**config.mk**
```make
export PLATFORM = sky130hd
export DESIGN_NAME = rc4_ksa_engine_flat
export DESIGN_NICKNAME = d
export VERILOG_FILES = /design/src/rtl/rc4_ksa_engine_if.sv /design/src/rtl/rc4_ksa_engine.sv /design/src/flat_wrapper.sv
export SDC_FILE = /design/constraint.sdc
export NUM_CORES = 1
export LEC_CHECK = 0
export CAP_MARGIN = 5
export CELL_PAD_IN_SITES_DETAIL_PLACEMENT = 0
export CELL_PAD_IN_SITES_GLOBAL_PLACEMENT = 2
export CORE_MARGIN = 1.5
export CORE_UTILIZATION = 32
export DETAILED_ROUTE_END_ITERATION = 8
export MAX_ROUTING_LAYER = met4
export PLACE_DENSITY_LB_ADDON = 0.1
export SETUP_SLACK_MARGIN = 0.15
export SYNTH_ARGS = -nofsm -noshare
export SYNTH_HDL_FRONTEND = slang
export SYNTH_SLANG_ARGS = --single-unit
```
**constraint.sdc**
```tcl
create_clock -name clock -period 3.2 [get_ports clock]
set_clock_uncertainty 0.1 [all_clocks]
set_input_delay 0.64 -clock clock [delete_from_list [all_inputs] [get_ports clock]]
set_output_delay 0.64 -clock clock [all_outputs]
set_load 0.005 [all_outputs]
```
**src/rtl/rc4_ksa_engine_if.sv**
```systemverilog
// Host/RAM bus of the RC4 key-schedule engine: run control, key, and the S-RAM port.
interface rc4_ksa_engine_if #(
  parameter int ADDR_W    = 8,
  parameter int KEY_BYTES = 3
);
  logic                   start;
  logic                   mode;
  logic [KEY_BYTES*8-1:0] secret_key;
  logic [ADDR_W-1:0]      q;
  logic [ADDR_W-1:0]      address;
  logic [ADDR_W-1:0]      data;
  logic                   wren;
  logic                   busy;
  logic                   finish;

  modport master (
    output start, mode, secret_key, q,
    input  address, data, wren, busy, finish
  );

  modport slave (
    input  start, mode, secret_key, q,
    output address, data, wren, busy, finish
  );
endinterface

```
**src/rtl/rc4_ksa_engine.sv**
```systemverilog
// RC4 key-scheduling (KSA) sequencer driving an external S-RAM with RD_LAT read latency.
// One iteration takes 2*RD_LAT+5 cycles; optional N-cycle identity fill precedes the scramble.
module rc4_ksa_engine #(
  parameter int ADDR_W    = 8,
  parameter int KEY_BYTES = 3,
  parameter int RD_LAT    = 2
) (
  input  logic            clock,
  input  logic            reset,
  rc4_ksa_engine_if.slave bus
);
  localparam int KW = (KEY_BYTES > 1) ? $clog2(KEY_BYTES) : 1;
  localparam logic [ADDR_W-1:0] I_LAST    = '1;
  localparam logic [KW-1:0]     K_LAST    = KW'(KEY_BYTES - 1);
  localparam logic [1:0]        WAIT_LAST = 2'(RD_LAT);

  localparam logic [2:0] IDLE   = 3'd0;
  localparam logic [2:0] INIT   = 3'd1;
  localparam logic [2:0] RD_I   = 3'd2;
  localparam logic [2:0] CALC_J = 3'd3;
  localparam logic [2:0] RD_J   = 3'd4;
  localparam logic [2:0] WR_I   = 3'd5;
  localparam logic [2:0] WR_J   = 3'd6;
  localparam logic [2:0] DONE   = 3'd7;

  logic [2:0]             state;
  logic [ADDR_W-1:0]      i;
  logic [ADDR_W-1:0]      j;
  logic [ADDR_W-1:0]      si;
  logic [ADDR_W-1:0]      sj;
  logic [KW-1:0]          k;
  logic [1:0]             cnt;
  logic [KEY_BYTES*8-1:0] key;
  logic [7:0]             key_arr [KEY_BYTES];
  logic [7:0]             key_byte;
  logic [ADDR_W-1:0]      address;
  logic [ADDR_W-1:0]      data;
  logic                   wren;

  // Byte 0 of the key sits in the most significant byte.
  always_comb begin
    for (int b = 0; b < KEY_BYTES; b++) begin
      key_arr[b] = key[8*(KEY_BYTES-1-b) +: 8];
    end
    key_byte = key_arr[k];
  end

  always_ff @(posedge clock) begin
    if (reset) begin
      state <= IDLE;
      i     <= '0;
      j     <= '0;
      k     <= '0;
      si    <= '0;
      sj    <= '0;
      cnt   <= '0;
      key   <= '0;
    end else begin
      case (state)
        IDLE: begin
          if (bus.start) begin
            key   <= bus.secret_key;
            i     <= '0;
            j     <= '0;
            k     <= '0;
            cnt   <= '0;
            state <= bus.mode ? INIT : RD_I;
          end
        end
        INIT: begin
          i <= i + 1'b1;
          if (i == I_LAST) state <= RD_I;
        end
        RD_I: begin
          if (cnt == WAIT_LAST) begin
            si    <= bus.q;
            cnt   <= '0;
            state <= CALC_J;
          end else begin
            cnt <= cnt + 1'b1;
          end
        end
        CALC_J: begin
          j     <= j + si + key_byte[ADDR_W-1:0];
          k     <= (k == K_LAST) ? '0 : k + 1'b1;
          state <= RD_J;
        end
        RD_J: begin
          if (cnt == WAIT_LAST) begin
            sj    <= bus.q;
            cnt   <= '0;
            state <= WR_I;
          end else begin
            cnt <= cnt + 1'b1;
          end
        end
        WR_I: state <= WR_J;
        WR_J: begin
          i     <= i + 1'b1;
          state <= (i == I_LAST) ? DONE : RD_I;
        end
        DONE:    state <= IDLE;
        default: state <= IDLE;
      endcase
    end
  end

  // When i==j the WR_J write lands last and restores si, leaving the entry unchanged.
  always_comb begin
    address = '0;
    data    = '0;
    wren    = 1'b0;
    case (state)
      INIT: begin
        address = i;
        data    = i;
        wren    = 1'b1;
      end
      RD_I: address = i;
      RD_J: address = j;
      WR_I: begin
        address = i;
        data    = sj;
        wren    = 1'b1;
      end
      WR_J: begin
        address = j;
        data    = si;
        wren    = 1'b1;
      end
      default: ;
    endcase
  end

  assign bus.address = address;
  assign bus.data    = data;
  assign bus.wren    = wren;
  assign bus.busy    = (state != IDLE) && (state != DONE);
  assign bus.finish  = (state == DONE);
endmodule

```
**src/flat_wrapper.sv**
```systemverilog
// flat-port wrapper written by rule: the top's interface ports become plain ports
module rc4_ksa_engine_flat 
#(
  parameter int ADDR_W    = 8,
  parameter int KEY_BYTES = 3,
  parameter int RD_LAT    = 2
)
  (clock, reset, bus_start, bus_mode, bus_secret_key, bus_q, bus_address, bus_data, bus_wren, bus_busy, bus_finish);
  rc4_ksa_engine_if #(.ADDR_W(ADDR_W), .KEY_BYTES(KEY_BYTES)) bus_i ();
  input  logic clock;
  input  logic reset;
  input wire logic [$bits(bus_i.start)-1:0] bus_start;
  input wire logic [$bits(bus_i.mode)-1:0] bus_mode;
  input wire logic [$bits(bus_i.secret_key)-1:0] bus_secret_key;
  input wire logic [$bits(bus_i.q)-1:0] bus_q;
  output wire logic [$bits(bus_i.address)-1:0] bus_address;
  output wire logic [$bits(bus_i.data)-1:0] bus_data;
  output wire logic [$bits(bus_i.wren)-1:0] bus_wren;
  output wire logic [$bits(bus_i.busy)-1:0] bus_busy;
  output wire logic [$bits(bus_i.finish)-1:0] bus_finish;
  assign bus_i.start = bus_start;
  assign bus_i.mode = bus_mode;
  assign bus_i.secret_key = bus_secret_key;
  assign bus_i.q = bus_q;
  assign bus_address = bus_i.address;
  assign bus_data = bus_i.data;
  assign bus_wren = bus_i.wren;
  assign bus_busy = bus_i.busy;
  assign bus_finish = bus_i.finish;
  rc4_ksa_engine #(.ADDR_W(ADDR_W), .KEY_BYTES(KEY_BYTES), .RD_LAT(RD_LAT)) u_core (.clock(clock), .reset(reset), .bus(bus_i));
endmodule
```
# Yosys cells after proc, flatten, opt, wreduce, memory -nomap -nowiden
# Index checks and enable logic that the tools add are counted.
classes:
  n_mux: 21
  n_eq_ne: 15
  reduce_logical: 18
  n_bitwise: 1
  addsub: 5
  shift: 0
  n_div: 0
  n_lt_le_gt_ge: 1
  n_mul: 0
op_table:
  columns: ["cell", "count"]
  rows:
  - ["8-bit one-hot mux with 2 select lines", 3]
  - ["8-bit two-way mux", 3]
  - ["3-bit one-hot mux with 8 select lines", 1]
  - ["8-bit one-hot mux with 3 select lines", 1]
  - ["8-bit adder", 2]
  - ["8-bit binary-select mux with 2-bit select", 1]
  - ["3-bit two-way mux", 5]
  - ["3-bit equality test, second input constant", 4]
  - ["2-bit AND reduction", 6]
  - ["8-bit by 1-bit adder with 8-bit output, second input constant", 1]
  - ["8-bit equality test, second input constant", 1]
  - ["2-bit two-way mux", 4]
  - ["2-bit one-hot mux with 2 select lines", 2]
  - ["3-bit by 2-bit equality test with 1-bit output, second input constant", 2]
  - ["2-bit by 1-bit != test with 1-bit output, second input constant", 3]
  - ["2-bit nonzero test", 3]
  - ["2-bit OR reduction", 3]
  - ["3-bit OR reduction", 2]
  - ["2-bit by 1-bit adder with 2-bit output, second input constant", 2]
  - ["2-bit equality test, second input constant", 2]
  - ["4-bit AND reduction", 1]
  - ["3-bit by 1-bit equality test with 1-bit output, second input constant", 1]
  - ["3-bit greater-or-equal comparator, second input constant", 1]
  - ["3-bit zero test", 1]
  - ["other kinds (6)", 6]
totals:
  mem_count: 0
  in_bits: 36
  latchBits: 0
  word_cells: 69
  romBits: 0
  out_inout_bits: 19
  ff_bits: 63
  mem_bits_rw: 0

# Logic depth before layout (Yosys ltp)
# Gate-level depths: netlist of the first run.
depth:
  depth_word: 6
  depth_mapped: 13

# Worst setup path after synthesis of the first run
# OpenSTA, ideal clock, no wires.
synth_timing:
  kind: "register -> register"
  from: "register u_core.k[0]"
  to: "register u_core.j[7]"
  t_arrival_ns: 2.667
  path_buffers: 2
  setup_ns: 0.126
  period_less_slack_ns: 2.893
  t_required_ns: 2.974
  setup_slack_ns: 0.307
  stages_incl_launch_ff: 14
  path_cell_list: "dfxtp_1 -> clkbuf_1 -> buf_2 -> mux2i_1 -> o21ai_0 -> fa_1 -> ha_1 -> inv_1 -> fa_1 -> nor2b_1 -> o31ai_1 -> a21oi_1 -> or2_0 -> o211ai_2"
synth_via:
  elab_chain_cells: 6
synth_lines:
  columns: ["item", "line", "text"]
  rows:
  - ["start: declaration", "rc4_ksa_engine.sv:31", "logic [KW-1:0] k;"]
  - ["start signal: assignment", "rc4_ksa_engine.sv:85", "k <= (k == K_LAST) ? '0 : k + 1'b1;"]
  - ["2-bit inverter with 3-bit output (not written as such)", "rc4_ksa_engine.sv:45", "key_byte = key_arr[k];"]
  - ["8-bit binary-select mux with 2-bit select", "rc4_ksa_engine.sv:45", null]
  - ["8-bit two-way mux (not written as such) (2 in series)", "rc4_ksa_engine.sv:45", null]
  - ["8-bit adder", "rc4_ksa_engine.sv:84", "j <= j + si + key_byte[ADDR_W-1:0];"]
  - ["8-bit one-hot mux with 2 select lines", "rc4_ksa_engine.sv:59", "case (state)"]
  - ["end signal: assignment", "rc4_ksa_engine.sv:84", null]
  - ["end: declaration", "rc4_ksa_engine.sv:28", "logic [ADDR_W-1:0] j;"]
# No other way between the ends. The select of a mux whose other input is x is not followed.
# A chain may end at the register's enable or synchronous reset.

# Final worst setup path of the first run
layout_timing:
  from: "register u_core.state[0]"
  to: "output bus_address[7]"
layout_via:
  elab_chain_cells: 3
  word_cells_on_any_way: 8
  cone_classes: "5 x eq/ne; 1 x mux; 2 x reduce/logical"
layout_lines:
  columns: ["item", "line", "text"]
  rows:
  - ["start: declaration", "rc4_ksa_engine.sv:26", "logic [2:0] state;"]
  - ["start signal: assignment", "rc4_ksa_engine.sv:67", "state <= bus.mode ? INIT : RD_I;"]
  - ["start signal: assignment", "rc4_ksa_engine.sv:100", "state <= (i == I_LAST) ? DONE : RD_I;"]
  - ["3-bit equality test (tied with other cells)", "rc4_ksa_engine.sv:113", "case (state)"]
  - ["3-bit OR reduction (no line) / 2-bit OR reduction (equally long branches)", null, null]
  - ["8-bit one-hot mux with 2 select lines (*)", "rc4_ksa_engine.sv:113", null]
  - ["end: declaration", "flat_wrapper.sv:16", "output wire logic [$bits(bus_i.address)-1:0] bus_address;"]
# Every way passes the cells marked *; elsewhere a longest branch is shown, timed or not.

==> summary.txt, run 1 <==
Critical Path Slowest Stage Cell: clkdlybuf4s50_1
Clk Tree Root Cell: clkbuf_8
switching share of total power: 33.9%
largest net degree at the start of global routing: 57
xor-xnor portion of the synthesized cell area: 3.09%
most numerous cell in the Yosys netlist: nand2_1
Final period util: 91.0%
Worst setup EP type: output pin
antenna viol nets, final: 0
share of cells above drive strength 1: 8.72%
register bit total from synthesis: 63
Startpoint Class: flip-flop
grt total ovfl: 0
final hold viol count: 0
CP required: 2.46 ns
crit path DAT: 2.17 ns
EDFF count, synth: 0
Layout area overhead: 27.2%
drt wl/cell: 14.9 um
Syn. warnings: 0
internal cell power: 0.00167 W
critical-path cell list: inv_1 > ha_2 > nor2_1 > nor2b_1 > buf_4 > a22o_1 > clkdlybuf4s50_1
biggest area consumer among synthesized cells: dfxtp_1
post-synthesis simple-gate area fraction: 20.9%
CTS buffer count: 9
Most used DFF post-synth: dfxtp_1
commonest cells in the synthesized netlist: nand2_1 (89), dfxtp_1 (63), a21oi_1 (39)
via/cell ratio: 4.88
total die area: 11300 um^2
vias: 2957
status: finished clean
DP Area: 4080 um^2
global-route wire length before repair: 14700 um
# DRC: 0
Synth Area in Adders: 8.76%
Slew HR: 54.7%
P_leak: 1.58 nW
post-synthesis cell type count: 46
HP Class: flip-flop to flip-flop
CTS tree: yes
clock power share: 31.9%
core area: 10300 um^2
Max Slew Vio Count: 0
Detailed Place HPWL: 6700 um
Max Freq: 343 MHz
syn nets: 470
Max Cap Viol: 0
Initial Util: 32.9%
NumNets Final: 520
Gate Count Post-Synth: 415
setup bufs post-CTS: 0
Power Density: 584 nW/um^2
Routed WL: 9060 um
Worst-path clk slew: 0.08 ns
post-route cell area: 4330 um^2
maximum vdd drop: 0.179 mV
DRT iter0 DRCs: 79
port buffer count: 54
Tot GR Track Use: 17.3%
# IOs: 55
Die Wd: 106 um
largest cells by area after synthesis: dfxtp_1 (37%), nand2_1 (9.8%), a22o_1 (5.9%)
post-synthesis mux area share: 5.30%
Net Sw Power: 0.000856 W
# setup viols final: 0
initial antenna violation count: 0
Tmin final: 2.91 ns
Logic pwr share: 31.0%
vias in the first global route: 2862
post-synthesis compound-gate area fraction: 20.4%
Yosys top cell area share: 37.1%
sequential power share: 37.1%
Seq/Total Area, Yosys: 37.1%
Mapped Area: 3400 um^2
setup TNS: 0 ns
Inserted Diodes: 0
Clock Tree Buf Depth: 2
syn avg cell area: 8.19 um^2
asr flop ratio synth: 0%
critical path peak fanout: 8
TritonRoute pass-1 iters: 4
largest family of logic cells by synthesized area: simple AND/OR/NAND/NOR gates
Setup CP Type: flip-flop to output pin
Least-Margin Pin Slew: 0.677 ns
# H-tree levels: 3
Clk Latency, worst-skew pair: 0.34 ns
Crit path largest cell delay: 0.44 ns
Die Height: 106 um
Final Wtd Congestion: 0.854
clock sinks: 63
Row Count: 37
RSZ-0062 raised after global routing: no
## state kept, by name, summed over array words and instances (netlist names)
register,cells
u_core.i,8
u_core.key,24
u_core.si,8
u_core.k,2
u_core.sj,8
u_core.j,8
u_core.cnt,2
u_core.state,3
## cell type report
| cell class | instances | area (um^2) |
|---|---|---|
| multi-input cells | 315 | 2000 |
| fillers | 1073 | 6000 |
| inverters | 10 | 37.5 |
| clock buffers | 11 | 151 |
| repair buffers | 66 | 626 |
| flip-flops and latches | 63 | 1260 |
| clock inverters | 5 | 80.1 |
| well taps | 136 | 170 |
## what timing repair did
action	4_1_cts	5_1_grt
resized for setup	1	5
endpoints found under the setup margin	7	18
pin swaps	0	0
hold buffers	0	0
## worst max-delay path: cells and delay by family (launching register included)
family          cells  cell delay (ns)
compound gates      1             0.24
fa+ha+maj           1             0.22
buf+inv             3             0.70
flops               1             0.37
simple gates        2             0.29
## final timing paths
check | startpoint | cells after the start | end | slack [ns]
worst min register to register | u_core.key[17]$_SDFFE_PP0P_ | 2 | u_core.key[17]$_SDFFE_PP0P_ | 0.36
worst min-delay path | u_core.key[17]$_SDFFE_PP0P_ | 2 | u_core.key[17]$_SDFFE_PP0P_ | 0.36
worst max register to register | u_core.k[0]$_SDFFE_PP0P_ | 10 | u_core.j[7]$_SDFFE_PP0P_ | 0.37
worst max-delay path | u_core.state[0]$_SDFFE_PP0P_ | 7 | bus_address[7] | 0.29
## cell families (layout without fill, tap and decap cells)
family                     count (synthesis)  after routing
muxes                                     18             18
adders and majority gates                 19             19
and+or+nand+nor                          162            162
buffers and inverters                     37             92
DFF                                       63             63
AOI/OAI and AO/OA                        104            104
xor gates and xnor gates                  12             12
## cells in the final DEF (no fill, tap or decap), types with 2 or more instances in the layout
master / instances
inv_1: 10
nor2b_1: 5
o21ai_0: 13
a22o_1: 23
a22oi_1: 8
xnor2_1: 6
mux2i_1: 18
nor2_1: 36
nor2b_2: 2
and2_1: 3
o21ai_1: 2
dfxtp_1: 61
nand3_1: 3
buf_4: 12
xor2_1: 6
a211oi_1: 2
nand2b_1: 7
fa_1: 8
nand4_1: 8
ha_2: 2
ha_1: 9
dfxtp_2: 2
clkdlybuf4s50_1: 53
a21oi_1: 39
clkbuf_8: 11
nand2_1: 89
bufinv_16: 2
a21o_1: 2
clkinvlp_4: 2
o22ai_1: 3
and3_1: 2
## routing by layer
| layer | track usage, % | part of all wire [%] |
|---|---|---|
| met3 | 2.94 | 3.1 |
| met5 | - | 0 |
| met1 | 22.0 | 48 |
| met4 | 7.14 | 2.2 |
| met2 | 27.4 | 46 |
## stage by stage
step	hold WS (ns)	utilization (%)	cells	power, W	worst slack [ns]
4_1_cts	0.357	41.8	606	0.00255	0.182
2_1_floorplan	0.336	-	415	0.00149	0.307
6_report	0.355	41.9	606	0.00252	0.287
5_1_grt	0.378	41.9	606	0.00271	0.151
3_5_place_dp	0.348	39.5	590	0.00174	0.271
3_3_place_gp	0.345	39.5	590	0.00173	0.371
## power by group through the flow
stage	sequential, W	clock (W)	combinational [W]
floorplan	0.000925	0	0.000561
global placement	0.000954	0	0.000779
detailed placement	0.000954	0	0.000783
CTS	0.000936	0.000830	0.000789
global route	0.000951	0.000868	0.000886
finish	0.000936	0.000806	0.000783
(Power assumes the default switching activity.)
==> run 2: changes to the inputs <==
==> constraint.sdc (replaced) <==
create_clock -name clock -period 3.2 [get_ports clock]
set_clock_uncertainty 0.1 [all_clocks]
set_input_delay 0.64 -clock clock [delete_from_list [all_inputs] [get_ports clock]]
set_output_delay 0.64 -clock clock [all_outputs]
set_load 0.1 [all_outputs]
==> summary.txt, run 2 (same netlist as run 1, synthesis figures left out) <==
status: finished clean
Clk Tree Root Cell: clkbuf_8
hold path start: u_core.key[23]$_SDFFE_PP0P_
grt total ovfl: 0
Worst setup EP type: output pin
RR Endpoint: u_core.j[7]$_SDFFE_PP0P_
clock power share: 30.4%
maximum vdd drop: 0.328 mV
P_leak: 1.66 nW
Die Wd: 106 um
Util after Layout: 43.2%
Max Slew Vio Count: 0
setup TNS: 0 ns
reg2reg path depth: 11
DP Area: 4220 um^2
Max Cap Viol: 0
RSZ-0062 raised after global routing: no
Routed WL: 9070 um
NumNets Final: 520
# setup viols final: 0
Detailed Place HPWL: 6820 um
Inserted Diodes: 0
# H-tree levels: 3
Slew HR: 54.1%
total die area: 11300 um^2
vias: 3026
Setup CP Type: flip-flop to output pin
Logic pwr share: 34.5%
Least-Margin Pin Slew: 0.687 ns
crit path DAT: 2.18 ns
final hold viol count: 0
commonest non-fill, non-tap cell in the layout: nand2_1
Net Sw Power: 0.000984 W
Power Density: 594 nW/um^2
Layout area overhead: 31.2%
switching share of total power: 37.1%
drt wl/cell: 15.0 um
CP required: 2.46 ns
port buffer count: 54
Max Freq: 342 MHz
sequential power share: 35.1%
antenna viol nets, final: 0
CTS buffer count: 9
register area: 1260 um^2
commonest cells after routing, fill and taps aside: nand2_1 (89), dfxtp_1 (63), a21oi_1 (39), nor2_1 (35), clkdlybuf4s50_1 (34)
largest net degree at the start of global routing: 57
post-route cell area: 4460 um^2
Startpoint Class: flip-flop
internal cell power: 0.00167 W
Hold Path Sink: u_core.key[23]$_SDFFE_PP0P_
Initial Util: 32.9%
area of the multi-input gates: 1990 um^2
Reg with most FFs: u_core.key
max FFs per register: 24
fill count: 1083
critical path peak fanout: 11
Tot GR Track Use: 17.5%
vias in the first global route: 2942
via/cell ratio: 4.99
Clk Latency, worst-skew pair: 0.34 ns
global-route wire length before repair: 14900 um
Final period util: 91.3%
share of cells above drive strength 1: 11.9%
Worst-path clk slew: 0.07 ns
hold path depth: 2
Die Height: 106 um
core area: 10300 um^2
worst hold slack: 0.354 ns
TritonRoute pass-1 iters: 4
r2r setup slk: 0.34 ns
Final Wtd Congestion: 0.863
RR Startpoint: u_core.k[0]$_SDFFE_PP0P_
DRT iter0 DRCs: 93
Tmin final: 2.92 ns
Final Worst Setup Slack: 0.278 ns
CTS tree: yes
HP Class: flip-flop to flip-flop
# DRC: 0
clock sinks: 63
# IOs: 55
Clock Tree Buf Depth: 2
Row Count: 37
initial antenna violation count: 0
pre-CTS setup slack: 0.319 ns
==> run 2: cell types whose count changed in the layout (fill, tap and decap cells not counted), moves of 2 or more <==
cell	previous run	this run
ha_1	9	11
ha_2	2	0
buf_12	0	15
clkdlybuf4s50_1	53	34
dfxtp_2	2	0
dfxtp_1	61	63
buf_4	12	15
==> run 2: how the worst max path moves through the flow <==
stage,to,from,slack (ns),cells after the start
2_1_floorplan,bus_data[7],u_core.state[1]$_SDFFE_PP0P_,-0.004,6
3_3_place_gp,u_core.j[7]$_SDFFE_PP0P_,u_core.k[0]$_SDFFE_PP0P_,0.40,11
3_5_place_dp,u_core.j[7]$_SDFFE_PP0P_,u_core.k[0]$_SDFFE_PP0P_,0.32,11
4_1_cts,bus_data[0],u_core.state[1]$_SDFFE_PP0P_,0.24,5
5_1_grt,u_core.j[7]$_SDFFE_PP0P_,u_core.k[0]$_SDFFE_PP0P_,0.18,11
6_report,bus_data[0],u_core.state[1]$_SDFFE_PP0P_,0.28,5
==> run 2: final cells by class <==
| cell class | count | share of cell area, % |
|---|---|---|
| repair buffers | 66 | 17.2 |
| flip-flops and latches | 63 | 28.3 |
| multi-input cells | 315 | 44.6 |
| clock inverters | 5 | 1.79 |
| well taps | 136 | 3.81 |
| clock buffers | 11 | 3.39 |
| inverters | 10 | 0.841 |
==> run 2: through the flow <==
stage | total power [W] | std cells
finish | 0.00265 | 606
CTS | 0.00269 | 606
global route | 0.00282 | 606
floorplan | 0.00161 | 415
global placement | 0.00187 | 590
detailed placement | 0.00188 | 590
==> run 2: repair_timing <==
item                       in CTS  in global routing
hold endpoints to repair        0                  0
setup endpoints to repair       0                  1
hold buffers                    0                  0
buffers inserted                0                  0
resized for setup               0                  2
==> run 2: power by group through the flow <==
stage / logic, W / clock network [W] / registers [W]
finish: 0.000915 / 0.000806 / 0.000930
global route: 0.00101 / 0.000868 / 0.000943
CTS: 0.000928 / 0.000827 / 0.000931
detailed placement: 0.000925 / 0 / 0.000950
global placement: 0.000923 / 0 / 0.000951
floorplan: 0.000689 / 0 / 0.000925
==> run 2: layer usage <==
layer	global-route usage (%)	vias to the layer above	part of all wire (%)
met1	21.7	1401	46
met3	3.62	16	4.3
li1	-	1536	-
met2	27.9	73	47
met5	-	-	0
met4	7.43	0	1.9
==> run 2: critical path, stage by stage (launching register included) <==
cell and delay, ns:
dfxtp_1 0.33, inv_1 0.10, ha_1 0.42, nor2b_1 0.51, a22o_1 0.29, buf_12 0.18
